File: config.mk
export PLATFORM = sky130hd
export DESIGN_NAME = wb_stage_flat
export DESIGN_NICKNAME = d
export VERILOG_FILES = /design/src/rtl/wb_stage_pkg.sv /design/src/rtl/wb_stage_if.sv /design/src/rtl/wb_hilo_regs.sv /design/src/rtl/wb_stage.sv /design/src/flat_wrapper.sv
export SDC_FILE = /design/constraint.sdc
export NUM_CORES = 1
export LEC_CHECK = 0
export ABC_AREA = 1
export BUFFER_PORTS_ARGS = -buffer_cell sky130_fd_sc_hd__buf_2
export CAP_MARGIN = 5
export CORE_MARGIN = 4
export CORE_UTILIZATION = 35
export DETAILED_ROUTE_END_ITERATION = 7
export SYNTH_ARGS = -nofsm -noshare
export SYNTH_HDL_FRONTEND = slang
export SYNTH_HIERARCHICAL = 1
export SYNTH_SLANG_ARGS = --single-unit
File: constraint.sdc
create_clock -name clk -period 5.73 [get_ports clk]
set_clock_uncertainty 0.2 [all_clocks]
set_input_delay 0.2865 -clock clk [delete_from_list [all_inputs] [get_ports clk]]
set_output_delay 0.2865 -clock clk [all_outputs]
set_load 0.005 [all_outputs]
File: src/rtl/wb_stage_pkg.sv
// rtl/wb_stage_pkg.sv - shared types and constants for the writeback stage
package wb_stage_pkg;
  typedef logic [31:0] word_t;

  localparam word_t      NOP_WORD_DEF = 32'h0000_0000;
  localparam logic [4:0] REG_ZERO     = 5'd0;

  typedef enum logic {
    WB_IDLE,
    WB_REDIRECT
  } wb_state_e;
endpackage

File: src/rtl/wb_stage_if.sv
// rtl/wb_stage_if.sv - MEM/WB field bundle in, GPR write port out
interface wb_stage_if;
  import wb_stage_pkg::*;

  word_t      order;
  word_t      regfile_din;
  word_t      alu_result2;
  word_t      noint_next_pc;
  logic [4:0] write_reg_num;
  logic       reg_write_enable;
  logic       hi_lo_write_enable;
  logic       hi_write_to_gpr;
  logic       lo_write_to_gpr;
  logic       circular_eret;

  logic       rf_we;
  logic [4:0] rf_waddr;
  word_t      rf_wdata;

  modport master (
    output order, regfile_din, alu_result2, noint_next_pc, write_reg_num,
           reg_write_enable, hi_lo_write_enable, hi_write_to_gpr,
           lo_write_to_gpr, circular_eret,
    input  rf_we, rf_waddr, rf_wdata
  );

  modport slave (
    input  order, regfile_din, alu_result2, noint_next_pc, write_reg_num,
           reg_write_enable, hi_lo_write_enable, hi_write_to_gpr,
           lo_write_to_gpr, circular_eret,
    output rf_we, rf_waddr, rf_wdata
  );
endinterface

File: src/rtl/wb_hilo_regs.sv
// rtl/wb_hilo_regs.sv - architectural HI/LO pair and the MFHI/MFLO read mux
module wb_hilo_regs
  import wb_stage_pkg::*;
(
  input  logic  clk,
  input  logic  rst,
  input  logic  wr_en,
  input  word_t hi_din,
  input  word_t lo_din,
  input  logic  hi_sel,
  input  logic  lo_sel,
  input  word_t gpr_din,
  output word_t hi_q,
  output word_t lo_q,
  output word_t rd_data
);
  word_t hi_d;
  word_t lo_d;

  always_comb begin
    hi_d = hi_q;
    lo_d = lo_q;
    if (wr_en) begin
      hi_d = hi_din;
      lo_d = lo_din;
    end
  end

  always_ff @(posedge clk or posedge rst) begin
    if (rst) begin
      hi_q <= '0;
      lo_q <= '0;
    end else begin
      hi_q <= hi_d;
      lo_q <= lo_d;
    end
  end

  // Reads see the registered pair only; a same-cycle write is not bypassed.
  always_comb begin
    rd_data = gpr_din;
    if (hi_sel)      rd_data = hi_q;
    else if (lo_sel) rd_data = lo_q;
  end
endmodule

File: src/rtl/wb_stage.sv
// rtl/wb_stage.sv - writeback stage: GPR write port, HI/LO, EPC, ERET redirect
// Retire counter present only when WB_RETIRE_CNT_EN is defined.
module wb_stage
  import wb_stage_pkg::*;
#(
  parameter word_t NOP_WORD = NOP_WORD_DEF,
  parameter int    RETIRE_W = 32
) (
  input  logic                clk,
  input  logic                rst,
  input  logic                enable,
  wb_stage_if.slave           wb,
  output word_t               hi_q,
  output word_t               lo_q,
  output word_t               epc_out,
  output logic                eret_redirect,
  output word_t               eret_pc,
  output logic [RETIRE_W-1:0] retire_count
);
  wb_state_e state_q, state_d;
  logic      redirect_q, redirect_d;
  word_t     eret_pc_q, eret_pc_d;
  word_t     epc_q, epc_d;
  logic      retired;
  logic      eret_take;

  assign retired   = enable && (wb.order != NOP_WORD);
  assign eret_take = enable && wb.circular_eret;

  assign wb.rf_we    = enable && wb.reg_write_enable && (wb.write_reg_num != REG_ZERO);
  assign wb.rf_waddr = wb.write_reg_num;

  wb_hilo_regs u_hilo (
    .clk     (clk),
    .rst     (rst),
    .wr_en   (enable && wb.hi_lo_write_enable),
    .hi_din  (wb.alu_result2),
    .lo_din  (wb.regfile_din),
    .hi_sel  (wb.hi_write_to_gpr),
    .lo_sel  (wb.lo_write_to_gpr),
    .gpr_din (wb.regfile_din),
    .hi_q    (hi_q),
    .lo_q    (lo_q),
    .rd_data (wb.rf_wdata)
  );

  // REDIRECT always leaves after one edge unless a fresh ERET arrives, so a
  // stalled pipe (enable=0) still sees a single-cycle pulse.
  always_comb begin
    state_d    = state_q;
    redirect_d = 1'b0;
    eret_pc_d  = eret_pc_q;
    epc_d      = retired ? wb.noint_next_pc : epc_q;
    case (state_q)
      WB_IDLE: begin
        if (eret_take) begin
          state_d    = WB_REDIRECT;
          redirect_d = 1'b1;
          eret_pc_d  = wb.noint_next_pc;
        end
      end
      WB_REDIRECT: begin
        if (eret_take) begin
          redirect_d = 1'b1;
          eret_pc_d  = wb.noint_next_pc;
        end else begin
          state_d = WB_IDLE;
        end
      end
      default: state_d = WB_IDLE;
    endcase
  end

  always_ff @(posedge clk or posedge rst) begin
    if (rst) begin
      state_q    <= WB_IDLE;
      redirect_q <= 1'b0;
      eret_pc_q  <= '0;
      epc_q      <= '0;
    end else begin
      state_q    <= state_d;
      redirect_q <= redirect_d;
      eret_pc_q  <= eret_pc_d;
      epc_q      <= epc_d;
    end
  end

  assign eret_redirect = redirect_q;
  assign eret_pc       = eret_pc_q;
  assign epc_out       = epc_q;

`ifdef WB_RETIRE_CNT_EN
  logic [RETIRE_W-1:0] retire_cnt_q, retire_cnt_d;

  always_comb begin
    retire_cnt_d = retire_cnt_q;
    if (retired) retire_cnt_d = retire_cnt_q + RETIRE_W'(1);
  end

  always_ff @(posedge clk or posedge rst) begin
    if (rst) retire_cnt_q <= '0;
    else     retire_cnt_q <= retire_cnt_d;
  end

  assign retire_count = retire_cnt_q;
`else
  assign retire_count = '0;
`endif
endmodule
File: src/flat_wrapper.sv
// flat-port wrapper written by rule: the top's interface ports become plain ports
module wb_stage_flat import wb_stage_pkg::*;
#(
  parameter word_t NOP_WORD = NOP_WORD_DEF,
  parameter int    RETIRE_W = 32
)
  (clk, rst, enable, hi_q, lo_q, epc_out, eret_redirect, eret_pc, retire_count, wb_order, wb_regfile_din, wb_alu_result2, wb_noint_next_pc, wb_write_reg_num, wb_reg_write_enable, wb_hi_lo_write_enable, wb_hi_write_to_gpr, wb_lo_write_to_gpr, wb_circular_eret, wb_rf_we, wb_rf_waddr, wb_rf_wdata);
  wb_stage_if wb_i ();
  input  logic clk;
  input  logic rst;
  input  logic enable;
  output word_t hi_q;
  output word_t lo_q;
  output word_t epc_out;
  output logic eret_redirect;
  output word_t eret_pc;
  output logic [RETIRE_W-1:0] retire_count;
  input wire logic [$bits(wb_i.order)-1:0] wb_order;
  input wire logic [$bits(wb_i.regfile_din)-1:0] wb_regfile_din;
  input wire logic [$bits(wb_i.alu_result2)-1:0] wb_alu_result2;
  input wire logic [$bits(wb_i.noint_next_pc)-1:0] wb_noint_next_pc;
  input wire logic [$bits(wb_i.write_reg_num)-1:0] wb_write_reg_num;
  input wire logic [$bits(wb_i.reg_write_enable)-1:0] wb_reg_write_enable;
  input wire logic [$bits(wb_i.hi_lo_write_enable)-1:0] wb_hi_lo_write_enable;
  input wire logic [$bits(wb_i.hi_write_to_gpr)-1:0] wb_hi_write_to_gpr;
  input wire logic [$bits(wb_i.lo_write_to_gpr)-1:0] wb_lo_write_to_gpr;
  input wire logic [$bits(wb_i.circular_eret)-1:0] wb_circular_eret;
  output wire logic [$bits(wb_i.rf_we)-1:0] wb_rf_we;
  output wire logic [$bits(wb_i.rf_waddr)-1:0] wb_rf_waddr;
  output wire logic [$bits(wb_i.rf_wdata)-1:0] wb_rf_wdata;
  assign wb_i.order = wb_order;
  assign wb_i.regfile_din = wb_regfile_din;
  assign wb_i.alu_result2 = wb_alu_result2;
  assign wb_i.noint_next_pc = wb_noint_next_pc;
  assign wb_i.write_reg_num = wb_write_reg_num;
  assign wb_i.reg_write_enable = wb_reg_write_enable;
  assign wb_i.hi_lo_write_enable = wb_hi_lo_write_enable;
  assign wb_i.hi_write_to_gpr = wb_hi_write_to_gpr;
  assign wb_i.lo_write_to_gpr = wb_lo_write_to_gpr;
  assign wb_i.circular_eret = wb_circular_eret;
  assign wb_rf_we = wb_i.rf_we;
  assign wb_rf_waddr = wb_i.rf_waddr;
  assign wb_rf_wdata = wb_i.rf_wdata;
  wb_stage #(.NOP_WORD(NOP_WORD), .RETIRE_W(RETIRE_W)) u_core (.clk(clk), .rst(rst), .enable(enable), .wb(wb_i), .hi_q(hi_q), .lo_q(lo_q), .epc_out(epc_out), .eret_redirect(eret_redirect), .eret_pc(eret_pc), .retire_count(retire_count));
endmodule
==> results of run 1 <==
layer usage:
layer	wire, µm	track usage (%)	up-vias	part of all wire (%)
met1	8260	24.0	2942	39
met5	0	0	-	0
met4	994	10.3	0	4.7
li1	-	-	3245	-
met2	10100	33.9	304	48
met3	1930	6.03	65	9.0
power by group through the flow:
stage / logic (W) / clock network [W] / registers (W)
floorplan: 0.000230 / 0 / 0.00110
global placement: 0.000475 / 0 / 0.00110
detailed placement: 0.000479 / 0 / 0.00110
CTS: 0.000534 / 0.00110 / 0.00108
global route: 0.000597 / 0.00114 / 0.00110
finish: 0.000527 / 0.00107 / 0.00108
sequential cells by signal, indices dropped and copies added, names as in the netlist:
register and count:
u_core/u_hilo/lo_q 32, u_core/eret_redirect 1, u_core/epc_out 32, u_core/eret_pc 32, u_core/u_hilo/hi_q 32
cell type report:
cell class,count,area (µm²)
fill,1738,8600
sequential,129,3230
timing repair buffer,409,2540
multi-input combinational,559,2320
clock buffer,18,429
inverter,106,399
tap,229,287
clock inverter,14,155
antenna,1,2.50
worst max-delay path, stage by stage:
cell	delay (ns)
buf_2	0.56
inv_2	0.48
nand2_1	0.15
nand3_1	0.10
nand2_1	0.10
buf_2	0.12
cells in the mapped netlist:
master	count
and2_1	1
buf_1	3
buf_2	19
buf_4	41
buf_6	10
clkbuf_1	4
clkbuf_2	4
conb_1	1
dfrtp_1	129
inv_1	104
inv_2	2
nand2_1	362
nand2_2	6
nand3_1	65
nand4_1	3
nor2_1	22
nor2_2	2
nor3_1	1
o21ai_0	57
o21ai_1	2
o21ai_2	5
o21ai_4	1
per-stage QoR:
step | total power, W | hold slack (ns) | worst slack (ns) | area, µm² | instances
CTS | 0.00272 | 0.197 | 3.37 | 9370 | 1464
global route | 0.00284 | 0.231 | 3.28 | 9370 | 1465
finish | 0.00268 | 0.212 | 3.41 | 9370 | 1465
global placement | 0.00157 | 0.254 | 3.15 | 7810 | 1335
detailed placement | 0.00158 | 0.257 | 3.10 | 7810 | 1335
floorplan | 0.00133 | 0.196 | 3.62 | 6510 | 875
kinds of logic after synthesis:
logic type,Yosys count,share of synthesized area (%)
and+or+nand+nor,462,28.9
other,1,0.0587
buffers and inverters,187,15.0
AOI/OAI and AO/OA,65,5.56
DFF,129,50.5
worst paths after layout:
| kind | from | to | slack, ns | depth (start not counted) |
|---|---|---|---|---|
| max | wb_lo_write_to_gpr | wb_rf_wdata[17] | 3.41 | 6 |
| min | wb_circular_eret | u_core/eret_pc[14] | 0.21 | 5 |
| max reg2reg | u_core/u_hilo/hi_q[22] | u_core/u_hilo/hi_q[22] | 4.83 | 2 |
| min reg2reg | u_core/epc_out[4] | u_core/epc_out[4] | 0.27 | 2 |
| max in group asynchronous | rst | u_core/u_hilo/lo_q[21] | 4.26 | 4 |
| min in group asynchronous | rst | u_core/eret_pc[3] | 0.47 | 4 |
what timing repair did:
item	in CTS	in global routing
buffers inserted	0	0
hold buffers	97	0
endpoints found under the hold margin	257	0
==> metrics.yaml, run 1 <==
synth_area_leaders: "dfrtp_1 (50%), nand2_1 (21%), inv_1 (6.1%)"
cts-root-buf: "clkbuf_16"
die-area_mm2: 0.0205
fmax_ghz: 0.431
grt_pass1_vias: 6274
gp_congestion: 0.814
core_mm2: 0.0180
port_buffers: 307
cp_max_fo: 33
start_util_pct: 35.6
cts_resized: 0
grt_pass1_wl_um: 32700
die_h_um: 143
utilization_pct: 52.1
min_path_type: "input port to flop"
clockBufferDepth: 2
area_growth_pct: 46.5
syn_avg_cell_area_um2: 7.58
nNetsFinal: 1363
viasPerCell: 4.48
cts_num_sinks: 129
dr_total_vias: 6556
ios: 340
power_frac_comb_pct: 19.6
hpwl_um: 14800
rsz0062_at_grt: "false"
mostFrequentLayoutCell: "nand2_1"
status: "complete, no violations"
cp-start-kind: "input port"
wl_um: 21300
syn_area_mm2: 0.00639
track_usage_pct: 20.4
cp.required_ns: 5.24
netSwitchingPower_w: 0.000779
cp-end-kind: "output port"
seq_power_share_pct: 40.4
syn_inst: 844
final-setup-viol-count: 0
max_slew_margin_pct: 20.2
critPathKind: "input port to output port"
rows: 49
clk_pin_slew_ns: 0.06
synth.distinct_cells: 22
cts_tree: "yes"
grt_overflow: 0
grt_max_degree: 69
synth_top_area_cell: "dfrtp_1"
grt_antenna_before_repair: 1
tightest_slew_ns: 1.19
hold_viol_final: 0
cap_violations: 0
fin_crit_ns: 2.32
cts-buffers-inserted: 17
tns_ns: 0
htreeDepth: 4
drt_pass1_iterations: 5
timing.final.crit_share_pct: 40.5
antenna_left: 0
swShare_pct: 29.0
mostFrequentLayoutCells: "nand2_1 (362), buf_2 (307), dfrtp_1 (129), inv_1 (101), dlygate4sd3_1 (97)"
drc: 0
drv_slew: 0
clock_power_share_pct: 40.0
wl_per_cell_um: 14.5
p_leak_nw: 5.35
clkLatencyLatePin_ns: 0.42
drive_gt1_share_pct: 29.3
drt_iter0_markers: 302
die_w_um: 143
ir_worst_vdd_v: 0.000201
synthDominantCellAreaShare_pct: 50.5
synth_warnings: 6
yosysSeqAreaShare_pct: 50.5
crit_arrival_ns: 1.83
synth_seq_cells: 129
power_density_mw_per_mm2: 287
internal_power_w: 0.00191
No activity file was read; power rests on OpenSTA's default activity.
==> run 2: changes to the inputs <==
- clock period: 5.73 -> 2.25 ns (I/O delays scaled with it)
==> metrics.yaml, run 2 (synthesis gave the netlist of run 1 again) <==
internal_power_w: 0.00498  # +160%
clockBufferDepth: 2  # unchanged
clkLatencyLatePin_ns: 0.42  # about the same
cp-end-kind: "flop"
ios: 340  # unchanged
track_usage_pct: 21.5  # +1.1 points
final-setup-viol-count: 0  # unchanged
nNetsFinal: 1404  # +3.0%
mostFrequentLayoutCell: "nand2_1"
ir_worst_vdd_v: 0.000487  # +140%
power_frac_comb_pct: 20.9  # +1.3 points
cp.required_ns: 2.35  # -2.89 ns
antenna_left: 0  # unchanged
die-area_mm2: 0.0205  # unchanged
drt_iter0_markers: 304  # +0.66%
fmax_ghz: 0.472
dr_total_vias: 6703  # +2.2%
cp-start-kind: "input port"
die_w_um: 143  # unchanged
drv_slew: 0  # unchanged
cts_tree: "yes"
r2r_setup_slack_ns: 0.85  # -3.98 ns
viasPerCell: 4.45  # -0.48%
tns_ns: 0  # unchanged
rows: 49  # unchanged
swShare_pct: 29.2  # +0.17 points
timing.final.crit_share_pct: 94.3
cts-buffers-inserted: 17  # unchanged
max_slew_margin_pct: 56.9  # +37 points
tightest_slew_ns: 0.645  # -0.549 ns
place_ws_ns: 0.586  # -2.51 ns
cp-startpoint: "enable"
mostFrequentLayoutCells: "nand2_1 (362), buf_2 (306), dlygate4sd3_1 (129), dfrtp_1 (129), inv_1 (101)"
status: "complete, no violations"
grt_pass1_wl_um: 34600  # +6.0%
grt_max_degree: 95  # +38%
core_mm2: 0.0180  # unchanged
seq_power_share_pct: 39.3  # -1.1 points
power_density_mw_per_mm2: 717  # +150%
cts_num_sinks: 129  # unchanged
worstReg2RegStart: "u_core/eret_pc[7]"
grt_overflow: 0  # unchanged
area_growth_pct: 53.4
grt_pass1_vias: 6656  # +6.1%
netSwitchingPower_w: 0.00205  # +160%
drive_gt1_share_pct: 29.2  # -0.16 points
wl_um: 22100  # +3.9%
wl_per_cell_um: 14.7  # +1.1%
clk_pin_slew_ns: 0.07  # about the same
cap_violations: 0  # unchanged
seq_area_mm2: 0.00323  # unchanged
die_h_um: 143  # unchanged
fill_cells: 1715  # -1.3%
cp_max_fo: 17  # -48%
p_leak_nw: 5.58  # +4.3%
hpwl_um: 15200  # +2.4%
gp_congestion: 0.810  # -0.49%
drc: 0  # unchanged
port_buffers: 307  # unchanged
finalPower_w: 0.00703  # +160%
cts-root-buf: "clkbuf_16"
hold_viol_final: 0  # unchanged
postLayoutSetupSlackWorst_ns: 0.129  # -3.28 ns
antennaDiodeCount: 0  # -1
fin_crit_ns: 2.12
htreeDepth: 4  # unchanged
drt_pass1_iterations: 4  # -1
start_util_pct: 35.6  # unchanged
rsz0062_at_grt: "false"
multiInputGateArea_mm2: 0.00232  # unchanged
critPathKind: "input port to flop"
clock_power_share_pct: 39.9  # about the same
crit_arrival_ns: 2.22  # +0.39 ns
hp-start: "wb_circular_eret"
grt_antenna_before_repair: 0  # -1
min_path_type: "input port to flop"
run 2: changes by cell type in the layout (fill, tap and decap cells not counted):
cell,before,now
clkbuf_1,1,0
buf_2,307,306
diode_2,1,0
dlygate4sd3_1,97,129
clkinvlp_4,5,3
clkbuf_4,0,1
buf_12,0,3
inv_8,0,2
buf_4,5,11
inv_6,4,5
run 2: what timing repair did:
action                                 CTS  global route
buffers inserted                         0             0
hold buffers                           129             0
endpoints found under the hold margin  257             0
resized for setup                        0             1
setup endpoints to repair                0            10
run 2: metal layers:
layer  track usage [%]  part of all wire [%]  up-vias
li1                  -                     -     3313
met2              36.7                    50      269
met5                 0                     0        -
met3              5.63                   8.0       45
met1              25.3                    39     3076
met4              9.85                   3.6        0
run 2: per-stage QoR:
stage          hold WS (ns)  util, %  instances  cell area [µm²]
2_1_floorplan        0.0221        -        875             6510
6_report             0.0285     54.6       1505             9810
5_1_grt              0.0280     54.6       1505             9810
4_1_cts             0.00409     54.6       1505             9800
3_3_place_gp       -0.00425     44.1       1344             7920
3_5_place_dp       -0.00155     44.1       1344             7920
run 2: power groups by stage:
stage | Clock [W] | Combinational (W) | Sequential [W]
global placement | 0 | 0.00122 | 0.00280
global route | 0.00299 | 0.00165 | 0.00280
floorplan | 0 | 0.000585 | 0.00281
finish | 0.00280 | 0.00147 | 0.00276
detailed placement | 0 | 0.00124 | 0.00279
CTS | 0.00287 | 0.00147 | 0.00276
run 2: layout make-up:
| class | count | area share, % |
|---|---|---|
| clock buffers | 17 | 4.34 |
| multi-input cells | 559 | 23.7 |
| inverters | 106 | 4.07 |
| flip-flops and latches | 129 | 32.9 |
| clock inverters | 15 | 1.75 |
| repair buffers | 450 | 30.3 |
| well taps | 229 | 2.92 |
run 2: worst paths after layout:
path,end,depth (start not counted)
worst min-delay path,u_core/eret_pc[11],5
min in group asynchronous,u_core/epc_out[7],3
worst max register to register,u_core/eret_pc[7],3
worst min register to register,u_core/epc_out[4],2
worst max-delay path,u_core/eret_pc[7],9
max in group asynchronous,u_core/epc_out[24],4
run 2: worst max-delay path: stages:
cell,delay [ns]
dlygate4sd3_1,0.53
clkbuf_4,0.23
nand2_1,0.12
buf_4,0.23
inv_1,0.08
buf_4,0.20
nand2_1,0.08
nand2_1,0.06
dlygate4sd3_1,0.56
